**src/rtl/truth_table_sweeper_pkg.sv**
```systemverilog
// Shared definitions for the truth-table sweeper.
// Holds the sequencer state encoding, default sizing parameters and a helper
// that sizes the per-vector settle counter.
package truth_table_sweeper_pkg;

    typedef enum logic [1:0] {
        StIdle   = 2'd0,
        StSettle = 2'd1,
        StSample = 2'd2,
        StFinish = 2'd3
    } sweep_state_e;

    localparam int unsigned DefaultNIn          = 5;
    localparam int unsigned DefaultSettleCycles = 1;

    // Width needed to hold the settle reload value; never narrower than 1 bit.
    function automatic int unsigned settle_cnt_width(input int unsigned settle);
        return (settle < 1) ? 1 : $clog2(settle + 1);
    endfunction

endpackage

```
**src/rtl/sweep_settle_counter.sv**
```systemverilog
// Loadable down-counter with zero flag, reloaded once per swept vector.
// Ports:
//   clk        - system clock, rising edge
//   rst        - asynchronous active-high reset (count returns to 0)
//   load_i     - load load_val_i this cycle (has priority over dec_i)
//   load_val_i - reload value
//   dec_i      - decrement by one; ignored when already zero
//   zero_o     - count is zero
module sweep_settle_counter #(
    parameter int unsigned Width = 1
) (
    input  logic             clk,
    input  logic             rst,
    input  logic             load_i,
    input  logic [Width-1:0] load_val_i,
    input  logic             dec_i,
    output logic             zero_o
);

    logic [Width-1:0] cnt_q, cnt_d;

    assign zero_o = (cnt_q == '0);

    always_comb begin
        cnt_d = cnt_q;
        if (load_i) begin
            cnt_d = load_val_i;
        end else if (dec_i && !zero_o) begin
            cnt_d = cnt_q - Width'(1);
        end
    end

    always_ff @(posedge clk or posedge rst) begin
        if (rst) begin
            cnt_q <= '0;
        end else begin
            cnt_q <= cnt_d;
        end
    end

endmodule

```
**src/rtl/truth_table_sweeper.sv**
```systemverilog
// Exhaustive truth-table sweeper for a small combinational block.
// Steps dut_in through all 2^N_IN vectors, waits SETTLE_CYCLES extra cycles
// per vector, samples dut_y into table_out and compares against EXPECT.
// Ports:
//   clk, rst       - clock (rising edge) and asynchronous active-high reset
//   start          - begin a sweep (only honoured in idle)
//   abort          - cancel a sweep in progress; wins over start in idle
//   dut_y          - output of the block under test
//   dut_in         - registered vector index driven to the block (MSB = input a)
//   busy           - sweep in progress
//   done           - one-cycle pulse when a sweep completes
//   table_out      - captured truth table, bit i = dut_y with dut_in = i
//   match          - table_out == EXPECT, valid from done until next start
//   mismatch_count - number of failing vectors (0..2^N_IN)
//   first_fail_idx - lowest failing vector index, 0 if none
module truth_table_sweeper
    import truth_table_sweeper_pkg::*;
#(
    parameter int unsigned          N_IN          = DefaultNIn,
    parameter int unsigned          SETTLE_CYCLES = DefaultSettleCycles,
    parameter logic [2**N_IN-1:0]   EXPECT        = '0
) (
    input  logic                clk,
    input  logic                rst,
    input  logic                start,
    input  logic                abort,
    input  logic                dut_y,
    output logic [N_IN-1:0]     dut_in,
    output logic                busy,
    output logic                done,
    output logic [2**N_IN-1:0]  table_out,
    output logic                match,
    output logic [N_IN:0]       mismatch_count,
    output logic [N_IN-1:0]     first_fail_idx
);

    localparam int unsigned CntW = settle_cnt_width(SETTLE_CYCLES);

    sweep_state_e        state_q;
    logic [N_IN-1:0]     idx_q;
    logic                busy_q, done_q, match_q;
    logic [2**N_IN-1:0]  table_q;
    logic [N_IN:0]       mism_q;
    logic [N_IN-1:0]     first_fail_q;

    logic start_ok, idx_last, vec_fail, cnt_load, cnt_dec, cnt_zero;

    assign start_ok = (state_q == StIdle) && start && !abort;
    assign idx_last = &idx_q;
    assign vec_fail = (dut_y != EXPECT[idx_q]);

    // Reload on sweep start and on every vector advance; abort freezes the count.
    assign cnt_load = start_ok || ((state_q == StSample) && !abort && !idx_last);
    assign cnt_dec  = (state_q == StSettle) && !abort;

    sweep_settle_counter #(
        .Width (CntW)
    ) u_settle_cnt (
        .clk        (clk),
        .rst        (rst),
        .load_i     (cnt_load),
        .load_val_i (CntW'(SETTLE_CYCLES)),
        .dec_i      (cnt_dec),
        .zero_o     (cnt_zero)
    );

    always_ff @(posedge clk or posedge rst) begin
        if (rst) begin
            state_q      <= StIdle;
            idx_q        <= '0;
            busy_q       <= 1'b0;
            done_q       <= 1'b0;
            match_q      <= 1'b0;
            table_q      <= '0;
            mism_q       <= '0;
            first_fail_q <= '0;
        end else begin
            done_q <= 1'b0;
            if (abort && (state_q != StIdle)) begin
                // Partial table and counters are kept for inspection.
                state_q <= StIdle;
                busy_q  <= 1'b0;
                idx_q   <= '0;
            end else begin
                unique case (state_q)
                    StIdle: begin
                        if (start_ok) begin
                            idx_q        <= '0;
                            table_q      <= '0;
                            mism_q       <= '0;
                            first_fail_q <= '0;
                            match_q      <= 1'b0;
                            busy_q       <= 1'b1;
                            state_q      <= StSettle;
                        end
                    end
                    StSettle: begin
                        if (cnt_zero) begin
                            state_q <= StSample;
                        end
                    end
                    StSample: begin
                        table_q[idx_q] <= dut_y;
                        if (vec_fail) begin
                            mism_q <= mism_q + (N_IN+1)'(1);
                            if (mism_q == '0) begin
                                first_fail_q <= idx_q;
                            end
                        end
                        if (idx_last) begin
                            state_q <= StFinish;
                        end else begin
                            idx_q   <= idx_q + N_IN'(1);
                            state_q <= StSettle;
                        end
                    end
                    StFinish: begin
                        // mism_q already includes the last vector's result here.
                        done_q  <= 1'b1;
                        match_q <= (mism_q == '0);
                        busy_q  <= 1'b0;
                        idx_q   <= '0;
                        state_q <= StIdle;
                    end
                endcase
            end
        end
    end

    assign dut_in         = idx_q;
    assign busy           = busy_q;
    assign done           = done_q;
    assign table_out      = table_q;
    assign match          = match_q;
    assign mismatch_count = mism_q;
    assign first_fail_idx = first_fail_q;

endmodule

```
**config.mk**
```make
export PLATFORM = sky130hd
export DESIGN_NAME = truth_table_sweeper
export DESIGN_NICKNAME = d
export VERILOG_FILES = /design/src/rtl/truth_table_sweeper_pkg.sv /design/src/rtl/sweep_settle_counter.sv /design/src/rtl/truth_table_sweeper.sv
export SDC_FILE = /design/constraint.sdc
export NUM_CORES = 1
export LEC_CHECK = 0
export BUFFER_PORTS_ARGS = -buffer_cell sky130_fd_sc_hd__buf_2
export CAP_MARGIN = 20
export CORE_MARGIN = 2
export CORE_UTILIZATION = 59
export CTS_CLUSTER_DIAMETER = 60
export DETAILED_ROUTE_END_ITERATION = 6
export PLACE_DENSITY_LB_ADDON = 0.15
export SLEW_MARGIN = 20
export SYNTH_ARGS = -nofsm -noshare
export SYNTH_HDL_FRONTEND = slang
export SYNTH_HIERARCHICAL = 1
export SYNTH_SLANG_ARGS = --single-unit
```
**constraint.sdc**
```tcl
create_clock -name clk -period 4.4 [get_ports clk]
set_input_delay 0.22 -clock clk [delete_from_list [all_inputs] [get_ports clk]]
set_output_delay 0.22 -clock clk [all_outputs]
set_load 0.03 [all_outputs]
```
=== Word-level counts from Yosys, hierarchy flattened ===
Memory sizes are Yosys's and may differ from the RTL's.
Cells that the tools add are included.

* Memory bits (read-only): 32
* RAM bits: 0
* Bits of input ports: 5
* Output and inout bits: 51
* Memories kept: 1
* Flip-flop bits (word level): 54
* Latch bits: 0
* Logic and storage cells: 83

* Shift operators: 0
* Equal/unequal tests: 10
* Divide/modulo/power cells: 0
* $lt $le $gt $ge: 2
* Muxes and demuxes: 30
* Bitwise operators: 1
* Add/subtract/negate cells: 3
* Reduce and logical (&&, ||, !) cells: 27
* Multiply operators: 0

{| class="wikitable"
|+ Memories
! memory !! words !! width !! read ports !! clocked after memory_dff !! write ports !! line !! text
|-
| (name not given) || 32 || 1 || 1 || 0 || 0 || truth_table_sweeper.sv:50 || <nowiki>assign vec_fail = (dut_y != EXPECT[idx_q]);</nowiki>
|}

{| class="wikitable"
|+ Operators by type and width
! kind !! number
|-
| $pmux W32 S2 || 1
|-
| $bwmux W32 || 1
|-
| $mux W32 || 1
|-
| $mux W5 || 5
|-
| $pmux W5 S3 || 1
|-
| $mux W6 || 2
|-
| $pmux W6 S2 || 1
|-
| $pmux W5 S2 || 1
|-
| $reduce_and A5 Y1 || 2
|-
| $mux W1 || 9
|-
| $reduce_and A3 Y1 || 3
|-
| $logic_and A1 B1 Y1 || 8
|-
| $mux W2 || 4
|-
| $pmux W2 S4 || 1
|-
| $reduce_bool A2 Y1 || 4
|-
| $add A6 B1 Y6 const B || 1
|-
| $logic_not A6 Y1 || 1
|-
| $lt A5 B6 Y1 const B || 1
|-
| $ne A3 B2 Y1 const B || 2
|-
| $add A5 B1 Y5 const B || 1
|-
| $demux W1 S5 || 1
|-
| $ge A5 B1 Y1 const B || 1
|-
| $eq A2 B2 Y1 const B || 2
|-
| $ne A2 B2 Y1 const B || 2
|-
| other kinds (14) || 17
|}

=== Longest topological paths before layout ===
* Word-level depth: 6
* Depth in mapped cells: 8
* Gate-level depth less buffers: 7

=== By module ===
Netlist, hierarchy kept.

{| class="wikitable"
|+ Modules (own cells, without submodules)
! module !! area an instance (sq um) !! instances !! seq. area each (sq um) !! cells an instance
|-
| truth_table_sweeper || 2680.1 || 1 || 1326.3 || 286
|-
| sweep_settle_counter || 48.8 || 1 || 25.0 || 5
|}

=== Worst setup path after synthesis ===
Ideal clock, no wire load.

* Kind: register -> register
* Start: reg idx_q[1] (netlist: dut_in[1])
* End: reg idx_q[4] (netlist: dut_in[4])
* Arrival: 2.070 ns
* Clock period less this slack: 2.195 ns
* Library setup time: 0.125 ns
* Stages on the path, launching flop included: 8
* Slack: 2.205 ns
* Data required time: 4.275 ns
* Buffers on the path: 1
* Path through: dfrtp_1 -> ha_1 -> clkbuf_1 -> and3_1 -> ha_1 -> a21oi_1 -> o21ai_1 -> mux2_2

* Word-level cells in the longest chain between the ends: 4
* Elaborated cells on any way between the ends: 7
* Those cells by class: add/sub: 1; eq/ne: 1; mux: 3; reduce/logical: 2

{| class="wikitable"
|+ RTL lines
! element !! line !! text
|-
| from (decl) || truth_table_sweeper.sv:40 || <nowiki>logic [N_IN-1:0] idx_q;</nowiki>
|-
| from (signal assigned) || truth_table_sweeper.sv:113 || <nowiki>idx_q <= idx_q + N_IN'(1);</nowiki>
|-
| $add A5 B1 Y5 || truth_table_sweeper.sv:113 ||
|-
| $mux W5 || truth_table_sweeper.sv:110 || <nowiki>if (idx_last) begin</nowiki>
|-
| $pmux W5 S3 || truth_table_sweeper.sv:85 || <nowiki>unique case (state_q)</nowiki>
|-
| $mux W5 || truth_table_sweeper.sv:79 || <nowiki>if (abort && (state_q != StIdle)) begin</nowiki>
|}

Parallel ways exist; a longest one is shown, timed or not. The select of a mux whose other input is x is not followed.
A chain may end at the register's enable or synchronous reset.

=== Worst setup path in the final report ===
* Start: reg state_q[0]
* End: reg table_q[21] (netlist: table_out[21])

* Word-level cells in the longest chain between the ends: 5
* Elaborated cells on any way between the ends: 11
* Those cells by class: eq/ne: 2; mux: 1; bitwise: 1; reduce/logical: 7

{| class="wikitable"
|+ RTL lines
! element !! line !! text
|-
| from (decl) || truth_table_sweeper.sv:39 || <nowiki>sweep_state_e state_q;</nowiki>
|-
| from (signal assigned) || truth_table_sweeper.sv:69 || <nowiki>state_q <= StIdle;</nowiki>
|-
| from (signal assigned) || truth_table_sweeper.sv:81 || <nowiki>state_q <= StIdle;</nowiki>
|-
| from (signal assigned) || truth_table_sweeper.sv:94 || <nowiki>state_q <= StSettle;</nowiki>
|-
| $logic_not A2 Y1 || truth_table_sweeper.sv:48, truth_table_sweeper.sv:85 ||
|-
| $logic_and A1 B1 Y1 (2 in series) || truth_table_sweeper.sv:48 || <nowiki>assign start_ok = (state_q == StIdle) && start && !abort;</nowiki>
|-
| $ne A2 B2 Y1 (no line) || n/a ||
|-
| $reduce_and A3 Y1 (no line) || n/a ||
|-
| to (signal, indexed assignment) || truth_table_sweeper.sv:103 || <nowiki>table_q[idx_q] <= dut_y;</nowiki>
|-
| to (decl) || truth_table_sweeper.sv:42 || <nowiki>logic [2**N_IN-1:0] table_q;</nowiki>
|}

Parallel ways exist; a longest one is shown, timed or not.

==> flow_metrics.py <==
metrics = {
    "placed_design": {
        "placed_cells": 379,
        "place_ws_ns": 1.57,
        "place_area_um2": 3000,
        "placement.io_buffers": 55,
        "hpwl_mm": 4.46,
        "globalplace.congestion": 0.862,
    },
    "layout": {
        "stdcell_area_um2": 3130,
        "mostFrequentLayoutCell": "o21ai_0",
        "nets": 352,
        "area_growth_pct": 14.7,
        "drive_gt1_share_pct": 21.1,
        "final_cells": 388,
        "final_cell_mix": "o21ai_0 (68), buf_2 (55), dfrtp_1 (54)",
        "antenna-diode-count": 0,
        "fillCellCount": 352,
    },
    "power": {
        "power-per-cell-area_nw_per_um2": 455,
        "clock_power_share_pct": 24.8,
        "combPwrFrac_pct": 34.4,
        "p_int_w": 0.000881,
        "power.switching_w": 0.000544,
        "p_leak_nw": 1.61,
        "seq_power_share_pct": 40.8,
        "vdd_drop_max_mv": 0.316,
        "switching_share_pct": 38.2,
    },
    "floorplanning": {
        "num_rows": 24,
        "die-area_um2": 5190,
        "fp.dieH_um": 72.0,
        "start_util_pct": 61.8,
        "dieWidth_um": 72.0,
        "ios": 56,
        "core_um2": 4410,
    },
    "global_routing": {
        "grt_max_degree": 54,
        "gr-usage-all-layers_pct": 25.7,
        "grt_pass1_vias": 2169,
        "overflow": 0,
        "antenna_found_initial": 0,
        "grt_pass1_wl_mm": 10.6,
    },
    "sta": {
        "finalClockSkew_ns": 0.0147,
        "max_slew_margin_pct": 39.0,
        "finalHoldViolations": 0,
        "fin_tns_setup_ns": 0,
        "worst_slew_pin_slew_ns": 0.916,
        "max_freq_mhz": 346,
        "rsz0062_at_grt": "false",
        "setup_viol": 0,
        "post-route-period-util_pct": 65.6,
        "finalWorstSetupSlack_ns": 1.51,
        "slew_viol_final": 0,
        "final.min_clock_period_ns": 2.89,
    },
    "route": {
        "drt_iter0_markers": 308,
        "num_vias": 2418,
        "drc": 0,
        "wl_met1_mm": 3.13,
        "maxUsedRoutingLayer": "met4",
        "ant_nets": 0,
        "met3_length_um": 423,
        "first_pass_iters": 5,
        "via_per_inst": 6.23,
        "wl_per_cell_um": 17.0,
        "wl_met2_mm": 2.98,
        "routed_wl_mm": 6.58,
    },
    "setup_path": {
        "cpMaxStageDelayCell": "nor4b_2",
        "critPathKind": "flip-flop to flip-flop",
        "crit_family": "simple AND/OR/NAND/NOR gates",
        "crit_required_ns": 4.61,
        "regToRegSetupSlack_ns": 1.51,
        "cp-end-kind": "flip-flop",
        "slowest_delay_ns": 0.71,
        "start_kind": "flip-flop",
        "worstPathArrival_ns": 3.09,
        "path_max_fanout": 37,
        "path_cells": "inv_1 -> ha_1 -> inv_2 -> nor4b_2 -> nand2_1 -> o21ai_0",
        "critical_path_buf_inv_count": 2,
    },
    "cts": {
        "clk_path_buf_depth": 2,
        "insertion_delay_ns": 0.31,
        "root_buffer": "clkbuf_8",
        "cts_max_level": 2,
        "cts_setup_buffers": 0,
        "clock_sinks": 54,
        "ctsResizeCount": 0,
        "tritoncts": "done",
        "hold_buffers": 1,
        "cts_buffers": 5,
        "cts.clk_slew.worst_paths_ns": 0.10,
    },
    "min_path": {
        "hp-class": "primary input to flip-flop",
    },
    "run_status": {
        "status": "finished clean",
    },
    "synthesis": {
        "synthCells": 291,
        "syn_nets": 308,
        "syn-cell-area_um2": 2730,
        "post_synth.cell_area_avg_um2": 9.38,
        "synth_warnings": 6,
        "yosysSeqAreaShare_pct": 49.5,
        "synth_seq_cells": 54,
        "ys_types": 36,
    },
    "run": {
        "cap_viol_max_count": 0,
    },
}
[cells in the mapped netlist]
master | count | area, um^2
and2_1 | 5 | 31.3
nand3_1 | 6 | 30.0
o21ai_0 | 68 | 340
a22oi_1 | 1 | 7.51
mux2_2 | 2 | 22.5
nor3_1 | 1 | 5.00
a22o_1 | 7 | 61.3
nand4_1 | 1 | 6.26
a21oi_1 | 20 | 100
nor2b_1 | 8 | 50.1
o31ai_2 | 1 | 12.5
inv_1 | 10 | 37.5
o21ai_1 | 3 | 15.0
o31ai_1 | 2 | 15.0
and3_1 | 3 | 18.8
a31oi_1 | 17 | 106
a21o_1 | 2 | 15.0
nor4_1 | 2 | 12.5
o32ai_1 | 1 | 8.76
o211ai_1 | 2 | 15.0
or4_1 | 1 | 7.51
conb_1 | 1 | 3.75
ha_1 | 12 | 150
buf_2 | 1 | 5.00
or3_1 | 3 | 18.8
dfrtp_1 | 54 | 1350
mux2i_1 | 2 | 20.0
or4b_4 | 1 | 13.8
nand2_1 | 19 | 71.3
nor2_1 | 4 | 15.0
o22a_1 | 2 | 17.5
nand2b_1 | 7 | 43.8
clkbuf_1 | 18 | 67.6
inv_2 | 2 | 7.51
a41o_1 | 1 | 10.0
nor4b_2 | 1 | 15.0
[per-layer routing]
layer	vias to the layer above	global-route usage [%]
met4	0	5.03
met3	7	3.61
met1	1163	39.7
li1	1143	-
met2	105	39.3
met5	-	0
[cells by family (layout without fill, tap and decap cells)]
family	Yosys count	after routing	synth area share, %
simple gates	62	62	12.4
compound gates	127	127	26.5
mux	4	4	1.56
other cells	1	1	0.137
buf+inv	31	76	4.31
fa+ha+maj	12	12	5.50
flops	54	54	49.5
[power by group through the flow]
stage / Combinational [W] / Clock [W] / Sequential (W)
floorplan: 0.000307 / 0 / 0.000645
global placement: 0.000472 / 0 / 0.000587
detailed placement: 0.000483 / 0 / 0.000589
CTS: 0.000485 / 0.000356 / 0.000581
global route: 0.000535 / 0.000370 / 0.000587
finish: 0.000491 / 0.000353 / 0.000581
[path summary, 6_finish.rpt]
path / from / to / cells after the start
worst max-delay path: state_q[0] / table_out[21] / 6
worst min-delay path: abort / busy / 2
worst max register to register: state_q[0] / table_out[21] / 6
worst min register to register: first_fail_idx[1] / first_fail_idx[1] / 1
max in group asynchronous: rst / first_fail_idx[2] / 3
min in group asynchronous: rst / u_settle_cnt/cnt_q / 3
[state kept, by name, summed over array words and instances, names as in the netlist]
| name | cells |
|---|---|
| busy | 1 |
| done | 1 |
| dut_in | 5 |
| first_fail_idx | 5 |
| match | 1 |
| mismatch_count | 6 |
| state_q | 2 |
| table_out | 32 |
| u_settle_cnt/cnt_q | 1 |
[through the flow]
| stage | total power (W) | utilization (%) | hold WS, ns |
|---|---|---|---|
| 3_5_place_dp | 0.00107 | 67.9 | 0.0715 |
| 2_1_floorplan | 0.000952 | - | -0.0513 |
| 5_1_grt | 0.00149 | 70.9 | 0.322 |
| 4_1_cts | 0.00142 | 70.9 | 0.296 |
| 3_3_place_gp | 0.00106 | 67.9 | 0.0693 |
| 6_report | 0.00143 | 70.9 | 0.295 |
[final cells by class]
class	count	area, um^2	share of cell area [%]
clock buffers	6	82.6	2.64
clock inverters	2	38.8	1.24
inverters	12	46.3	1.48
multi-input cells	206	1260	40.3
flip-flops and latches	54	1350	43.2
well taps	52	65.1	2.08
repair buffers	56	285	9.12
Power figures use the tool's default switching activity.
